### src/rtl/ripple_carry_adder_if.sv
// Operand/result bundle for the ripple-carry adder.
// The master drives the operands and the slave returns the registered result.
interface ripple_carry_adder_if #(
    parameter int unsigned WIDTH = 16
);
    logic             in_valid;
    logic [WIDTH-1:0] a;
    logic [WIDTH-1:0] b;
    logic             c_in;
    logic             out_valid;
    logic [WIDTH-1:0] out;
    logic             c_out;
    logic             overflow;

    modport master (
        output in_valid, a, b, c_in,
        input  out_valid, out, c_out, overflow
    );

    modport slave (
        input  in_valid, a, b, c_in,
        output out_valid, out, c_out, overflow
    );
endinterface

### src/rtl/ripple_carry_adder.sv
// Reference low-area adder: a chain of WIDTH full-adder stages.
// The sum, carry-out and signed overflow are registered once, along with a valid strobe.
module ripple_carry_adder #(
    parameter int unsigned WIDTH = 16
) (
    input logic                 clk,
    input logic                 rst_n,
    ripple_carry_adder_if.slave bus
);

    logic [WIDTH:0]   carry;
    logic [WIDTH-1:0] sum;

    logic [WIDTH-1:0] out_q, out_d;
    logic             c_out_q, c_out_d;
    logic             ovf_q, ovf_d;
    logic             valid_q, valid_d;

    assign carry[0] = bus.c_in;

    for (genvar i = 0; i < WIDTH; i++) begin : g_fa
        assign sum[i]     = bus.a[i] ^ bus.b[i] ^ carry[i];
        assign carry[i+1] = (bus.a[i] & bus.b[i]) | (bus.a[i] & carry[i]) | (bus.b[i] & carry[i]);
    end

    // Result registers hold during idle cycles so X operands never reach the outputs.
    always_comb begin
        out_d   = out_q;
        c_out_d = c_out_q;
        ovf_d   = ovf_q;
        valid_d = bus.in_valid;
        if (bus.in_valid) begin
            out_d   = sum;
            c_out_d = carry[WIDTH];
            ovf_d   = carry[WIDTH-1] ^ carry[WIDTH];
        end
    end

    always_ff @(posedge clk) begin
        if (!rst_n) begin
            out_q   <= '0;
            c_out_q <= 1'b0;
            ovf_q   <= 1'b0;
            valid_q <= 1'b0;
        end else begin
            out_q   <= out_d;
            c_out_q <= c_out_d;
            ovf_q   <= ovf_d;
            valid_q <= valid_d;
        end
    end

    assign bus.out       = out_q;
    assign bus.c_out     = c_out_q;
    assign bus.overflow  = ovf_q;
    assign bus.out_valid = valid_q;

endmodule

### src/flat_wrapper.sv
// flat-port wrapper written by rule: the top's interface ports become plain ports
module ripple_carry_adder_flat 
#(
    parameter int unsigned WIDTH = 16
)
  (clk, rst_n, bus_in_valid, bus_a, bus_b, bus_c_in, bus_out_valid, bus_out, bus_c_out, bus_overflow);
  ripple_carry_adder_if #(.WIDTH(WIDTH)) bus_i ();
  input logic clk;
  input logic rst_n;
  input wire logic [$bits(bus_i.in_valid)-1:0] bus_in_valid;
  input wire logic [$bits(bus_i.a)-1:0] bus_a;
  input wire logic [$bits(bus_i.b)-1:0] bus_b;
  input wire logic [$bits(bus_i.c_in)-1:0] bus_c_in;
  output wire logic [$bits(bus_i.out_valid)-1:0] bus_out_valid;
  output wire logic [$bits(bus_i.out)-1:0] bus_out;
  output wire logic [$bits(bus_i.c_out)-1:0] bus_c_out;
  output wire logic [$bits(bus_i.overflow)-1:0] bus_overflow;
  assign bus_i.in_valid = bus_in_valid;
  assign bus_i.a = bus_a;
  assign bus_i.b = bus_b;
  assign bus_i.c_in = bus_c_in;
  assign bus_out_valid = bus_i.out_valid;
  assign bus_out = bus_i.out;
  assign bus_c_out = bus_i.c_out;
  assign bus_overflow = bus_i.overflow;
  ripple_carry_adder #(.WIDTH(WIDTH)) u_core (.clk(clk), .rst_n(rst_n), .bus(bus_i));
endmodule
### config.mk
export PLATFORM = sky130hd
export DESIGN_NAME = ripple_carry_adder_flat
export DESIGN_NICKNAME = d
export VERILOG_FILES = /design/src/rtl/ripple_carry_adder_if.sv /design/src/rtl/ripple_carry_adder.sv /design/src/flat_wrapper.sv
export SDC_FILE = /design/constraint.sdc
export NUM_CORES = 1
export LEC_CHECK = 0
export CORE_UTILIZATION = 32
export CTS_BUF_LIST = sky130_fd_sc_hd__clkbuf_8
export DETAILED_ROUTE_END_ITERATION = 6
export GPL_ROUTABILITY_DRIVEN = 0
export PLACE_DENSITY = 0.67
export SLEW_MARGIN = 20
export SYNTH_ARGS = -nofsm -noshare
export SYNTH_HDL_FRONTEND = slang
export SYNTH_SLANG_ARGS = --single-unit
### constraint.sdc
create_clock -name clk -period 22.1 [get_ports clk]
set_clock_uncertainty 0.2 [all_clocks]
set_input_delay 4.42 -clock clk [delete_from_list [all_inputs] [get_ports clk]]
set_output_delay 4.42 -clock clk [all_outputs]
set_load 0.01 [all_outputs]
==> results.sh, run 1 <==
export IMPL_drc_errors=0
export IMPL_grt_pass1_wl_mm=3.44
export IMPL_gr_usage_met2=0.215
export IMPL_worst_slew_pin_slew_ns=0.563
export IMPL_p_clk_frac=0.247
export IMPL_netlist_instances=83
export IMPL_cts_buffers=3
export IMPL_cts_tree="built"
export IMPL_port_buffers=54
export IMPL_register_area_um2=380
export IMPL_boundaryPins=55
export IMPL_yosysSeqAreaShare=0.361
export IMPL_dr_pass1_iters=3
export IMPL_p_per_area_nw_per_um2=55.6
export IMPL_overflow=0
export IMPL_start_util=0.343
export IMPL_fmax_mhz=88.1
export IMPL_multi_input_area_um2=621
export IMPL_syn_nets=135
export IMPL_grt_util_all_layers=0.132
export IMPL_yosysWarnings=0
export IMPL_core_area_um2=3080
export IMPL_outcome="completed"
export IMPL_path_clk_slew_ns=0.07
export IMPL_hold_viol=0
export IMPL_cts_setup_buffers=0
export IMPL_drt_total_wl_mm=2.04
export IMPL_crit_path_frequent_cell="fa_1"
export IMPL_grt_busiest_layer="met2"
export IMPL_setup_tns_final_ns=0
export IMPL_drtIter0Drc=10
export IMPL_ir_drop_uv=24.8
export IMPL_clockBufferDepth=2
export IMPL_via_per_inst=4.22
export IMPL_clock_root_buffer="clkbuf_8"
export IMPL_cts_max_level=1
export IMPL_sequentialPowerShare=0.429
export IMPL_nNetsFinal=191
export IMPL_rsz0062_at_grt="false"
export IMPL_slew_violations=0
export IMPL_syn_avg_cell_area_um2=12.7
export IMPL_max_cap_viol_count=0
export IMPL_grtUsageMet1=0.164
export IMPL_total_power_mw=0.0925
export IMPL_num_vias=768
export IMPL_areaGrowthSynthToFinish_pct=57.7
export IMPL_place_ws_ns=10.42
export IMPL_swShare=0.257
export IMPL_use_met3=0.0459
export IMPL_die_x_um=59.4
export IMPL_endpoint_kind="flip-flop"
export IMPL_p_int_mw=0.0687
export IMPL_dieArea_um2=3530
export IMPL_synth_cell_types=12
export IMPL_p_leak_nw=0.698
export IMPL_drive_gt1_frac=0.0362
export IMPL_worstSkewPairLatency_ns=0.24
export IMPL_fp_dieH_um=59.4
export IMPL_grt_max_degree=23
export IMPL_cp_data_arrival_time_ns=11.34
export IMPL_hpwl_mm=1.65
export IMPL_critPathLaunchType="primary input"
export IMPL_postCtsHoldBufs=0
export IMPL_critPathMaxStageDelay_ns=0.42
export IMPL_power_share_combinational=0.324
export IMPL_cts_sinks=19
export IMPL_path_max_fanout=2
export IMPL_path_cells="clkdlybuf4s50_1, inv_1, fa_1, inv_1, fa_1, fa_1, fa_1, fa_1, fa_1, fa_1, fa_1, fa_1, fa_1, fa_1, fa_1, fa_1, fa_1, fa_1, inv_1, fa_1, nand2_1, o211a_1"
export IMPL_crit_type="in -> reg"
export IMPL_antenna_found_initial=0
export IMPL_wl_per_cell_um=11.2
export IMPL_hp_class="reg -> reg"
export IMPL_antenna_left=0
export IMPL_ctsResizeCount=0
export IMPL_p_sw_mw=0.0238
export IMPL_ys_seq_elements=19
export IMPL_slew_headroom=0.624
export IMPL_grt_pass1_vias=811
export IMPL_fin_crit_sh=0.514
export IMPL_setup_violations=0
export IMPL_syn_area_um2=1050
export IMPL_crit_required_ns=22.09
export IMPL_antenna_cells=0
export IMPL_fillers=282
export IMPL_min_period_ns=11.35
export IMPL_slowest_stage="fa_1"
export IMPL_fin_ws_ns=10.75
export IMPL_row_count=20
-- cells by family (layout without fill, tap and decap cells) --
group	Yosys count	after routing	share of synthesized area
adders and majority gates	16	16	0.304
AOI/OAI and AO/OA	4	4	0.0368
xor gates and xnor gates	1	1	0.00831
and+or+nand+nor	19	19	0.107
DFF	19	19	0.361
buffers and inverters	10	65	0.0510
muxes	14	14	0.133
-- power groups by stage --
stage | logic (mW) | clock network, mW | registers [mW]
global route | 0.0337 | 0.0255 | 0.0401
detailed placement | 0.0308 | 0 | 0.0403
finish | 0.0300 | 0.0228 | 0.0397
global placement | 0.0300 | 0 | 0.0403
CTS | 0.0308 | 0.0237 | 0.0397
floorplan | 0.0120 | 0 | 0.0421
-- cells in the mapped netlist --
master	n	area, µm²
dfxtp_1	19	380
fa_1	16	320
nor2b_1	15	93.8
mux2i_1	14	140
inv_1	7	26.3
nand2_1	3	11.3
o211a_1	3	30.0
buf_6	2	22.5
a22o_1	1	8.76
and2_2	1	7.51
clkbuf_2	1	5.00
xnor2_1	1	8.76
-- state kept, by name, summed over array words and instances (netlist names) --
register and flops:
u_core.bus.c_out 1, u_core.bus.out 16, u_core.bus.out_valid 1, u_core.bus.overflow 1
-- cells in the final DEF (no fill, tap or decap) --
master	n
mux2i_1	14
a22o_1	1
xnor2_1	1
clkdlybuf4s50_1	53
nor2b_1	15
and2_2	1
dfxtp_1	19
o211a_1	3
nand2_1	3
buf_2	1
inv_1	8
clkbuf_8	3
fa_1	16
-- path summary, 6_finish.rpt --
check	end	cells after the start	slack (ns)	startpoint
max	u_core.bus.out[15]	22	10.75	bus_c_in
min	u_core.bus.out[0]	1	0.28	u_core.bus.out[0]
max reg2reg	u_core.bus.overflow	2	21.12	u_core.bus.overflow
min reg2reg	u_core.bus.out[0]	1	0.28	u_core.bus.out[0]
-- stage by stage --
stage / hold WS (ns) / utilization / cells / instance area [µm²]
2_1_floorplan: 0.319 / - / 83 / 1050
3_3_place_gp: 0.261 / 0.527 / 178 / 1620
3_5_place_dp: 0.272 / 0.527 / 178 / 1620
4_1_cts: 0.288 / 0.542 / 182 / 1670
5_1_grt: 0.299 / 0.540 / 182 / 1660
6_report: 0.285 / 0.540 / 182 / 1660
-- layer usage --
metal	wire, µm	up-vias	part of all wire
met5	0	-	0
met4	10	0	0.0049
met3	202	2	0.099
met2	1000	31	0.49
met1	827	364	0.40
li1	-	371	-
-- area by class of cell --
class / instances / area share
multi-input combinational: 54 / 0.373
timing repair buffer: 54 / 0.322
sequential: 19 / 0.229
tap: 44 / 0.0331
clock buffer: 3 / 0.0248
inverter: 7 / 0.0158
clock inverter: 1 / 0.00226
-- critical path, delay by kind of cell --
| family | cells | cell delay (ns) |
|---|---|---|
| buffers and inverters | 4 | 0.62 |
| AND/OR/NAND/NOR | 1 | 0.07 |
| AO/OA/AOI/OAI | 1 | 0.14 |
| adder cells (fa/ha/maj) | 16 | 6.09 |
(Power assumes the default switching activity.)
==> run 2: changes to the inputs <==
--- a/config.mk
+++ b/config.mk
@@ -9,7 +9,7 @@
 export CTS_BUF_LIST = sky130_fd_sc_hd__clkbuf_8
 export DETAILED_ROUTE_END_ITERATION = 6
 export GPL_ROUTABILITY_DRIVEN = 0
-export PLACE_DENSITY = 0.67
+export PLACE_DENSITY = 0.7
 export SLEW_MARGIN = 20
 export SYNTH_ARGS = -nofsm -noshare
 export SYNTH_HDL_FRONTEND = slang
==> constraint.sdc (replaced) <==
create_clock -name clk -period 9.1 [get_ports clk]
set_clock_uncertainty 0.2 [all_clocks]
set_input_delay 1.82 -clock clk [delete_from_list [all_inputs] [get_ports clk]]
set_output_delay 1.82 -clock clk [all_outputs]
set_load 0.01 [all_outputs]
==> run 2 against run 1 <==
Design area did not move. Sequential share of layout area did not move. Flip-flop and latch count did not move. Routed wire length rose by 4.6%. Worst setup slack got worse by 10 ns. Die area did not move. Critical path depth did not move. Clock power rose by 150%. Highest routed layer unchanged.
==> results.sh, run 2 (same netlist as run 1, synthesis figures left out) <==
export IMPL_outcome="completed"
export IMPL_final_cell_mix="clkdlybuf4s50_1, dfxtp_1, fa_1, nor2b_1, mux2i_1"
export IMPL_critPathLaunchType="primary input"
export IMPL_drtIter0Drc=0
export IMPL_nNetsFinal=191
export IMPL_cp_data_arrival_time_ns=8.76
export IMPL_cts_setup_buffers=0
export IMPL_drc_errors=0
export IMPL_overflow=0
export IMPL_fp_dieH_um=59.4
export IMPL_cts_tree="built"
export IMPL_antenna_found_initial=0
export IMPL_p_leak_nw=0.698
export IMPL_drt_total_wl_mm=2.14
export IMPL_worstSkewPairLatency_ns=0.25
export IMPL_post_place_cells=178
export IMPL_min_delay_start="u_core.bus.out[15]"
export IMPL_crit_type="in -> reg"
export IMPL_hold_viol=0
export IMPL_min_period_ns=8.76
export IMPL_wl_per_cell_um=11.7
export IMPL_setup_violations=0
export IMPL_start_util=0.343
export IMPL_setup_tns_final_ns=0
export IMPL_areaGrowthSynthToFinish_pct=57.7
export IMPL_hpwl_mm=1.69
export IMPL_row_count=20
export IMPL_dieArea_um2=3530
export IMPL_antenna_left=0
export IMPL_slew_headroom=0.639
export IMPL_ctsResizeCount=0
export IMPL_crit_required_ns=9.10
export IMPL_grt_pass1_vias=833
export IMPL_grt_max_degree=23
export IMPL_hp_class="reg -> reg"
export IMPL_regToRegStartpoint="u_core.bus.overflow"
export IMPL_endpoint_kind="flip-flop"
export IMPL_grt_pass1_wl_mm=3.68
export IMPL_clockBufferDepth=2
export IMPL_num_vias=768
export IMPL_path_max_fanout=2
export IMPL_final_common_cell="clkdlybuf4s50_1"
export IMPL_worst_slew_pin_slew_ns=0.541
export IMPL_cts_max_level=1
export IMPL_p_per_area_nw_per_um2=136
export IMPL_dr_pass1_iters=1
export IMPL_via_per_inst=4.22
export IMPL_largest_register_ffs=16
export IMPL_ir_drop_uv=71.6
export IMPL_port_buffers=54
export IMPL_fmax_mhz=114
export IMPL_clock_root_buffer="clkbuf_8"
export IMPL_die_x_um=59.4
export IMPL_worstSetupStartpoint="bus_b[0]"
export IMPL_core_area_um2=3080
export IMPL_cts_sinks=19
export IMPL_antenna_cells=0
export IMPL_drive_gt1_frac=0.0362
export IMPL_postCtsHoldBufs=0
export IMPL_final_cells=182
export IMPL_fin_ws_ns=0.335
export IMPL_max_cap_viol_count=0
export IMPL_fin_crit_sh=0.963
export IMPL_boundaryPins=55
export IMPL_rsz0062_at_grt="false"
export IMPL_place_ws_ns=0.0586
export IMPL_path_clk_slew_ns=0.07
export IMPL_grt_util_all_layers=0.142
export IMPL_cts_buffers=3
export IMPL_slew_violations=0
## run 2: layout make-up
cell class                      count  area, µm²
Fill cell                         284       1420
Clock inverter                      1       3.75
Timing Repair Buffer               54        536
Clock buffer                        3       41.3
Tap cell                           44       55.1
Sequential cell                    19        380
Inverter                            7       26.3
Multi-Input combinational cell     54        621
## run 2: per-layer routing
metal / wire [µm] / global-route usage / part of all wire / vias to the layer above
met4: 25 / 0.0510 / 0.012 / 0
met2: 1090 / 0.247 / 0.51 / 32
met3: 179 / 0.0437 / 0.084 / 4
met5: 0 / 0 / 0 / -
li1: - / - / - / 371
met1: 836 / 0.164 / 0.39 / 361
## run 2: critical path, stage by stage
cell and delay, ns:
clkdlybuf4s50_1 0.40, inv_1 0.10, fa_1 0.19, inv_1 0.06, fa_1 0.39, fa_1 0.40, fa_1 0.41, fa_1 0.40
fa_1 0.39, fa_1 0.39, fa_1 0.38, fa_1 0.38, fa_1 0.38, fa_1 0.38, fa_1 0.39, fa_1 0.39
fa_1 0.39, fa_1 0.41, inv_1 0.09, fa_1 0.40, nand2_1 0.07, o211a_1 0.13
## run 2: final timing paths
path	endpoint	slack (ns)	depth (start not counted)
hold reg to reg	u_core.bus.out[15]	0.29	1
setup reg to reg	u_core.bus.overflow	8.09	2
setup / recovery	u_core.bus.out[15]	0.34	22
hold / removal	u_core.bus.out[15]	0.29	1
## run 2: power breakdown
| group | total [mW] | internal (mW) | switching, mW |
|---|---|---|---|
| registers | 0.0963 | 0.0920 | 0.00422 |
| logic | 0.0733 | 0.0449 | 0.0284 |
| clock network | 0.0561 | 0.0299 | 0.0262 |
## run 2: metrics by stage
step	total power, mW	utilization	area (µm²)	hold WS, ns
2_1_floorplan	0.131	-	1050	0.319
3_3_place_gp	0.170	0.527	1620	0.262
3_5_place_dp	0.172	0.527	1620	0.270
4_1_cts	0.230	0.542	1670	0.288
5_1_grt	0.242	0.540	1660	0.303
6_report	0.226	0.540	1660	0.286
==> run 3: changes to the inputs <==
--- a/config.mk
+++ b/config.mk
@@ -5,11 +5,13 @@
 export SDC_FILE = /design/constraint.sdc
 export NUM_CORES = 1
 export LEC_CHECK = 0
+export CAP_MARGIN = 15
 export CORE_UTILIZATION = 32
 export CTS_BUF_LIST = sky130_fd_sc_hd__clkbuf_8
 export DETAILED_ROUTE_END_ITERATION = 6
 export GPL_ROUTABILITY_DRIVEN = 0
 export PLACE_DENSITY = 0.7
+export SKIP_CTS_REPAIR_TIMING = 1
 export SLEW_MARGIN = 20
 export SYNTH_ARGS = -nofsm -noshare
 export SYNTH_HDL_FRONTEND = slang
==> results of run 3 <==
No change in the layout: final DEF, timing and power equal those of run 2.
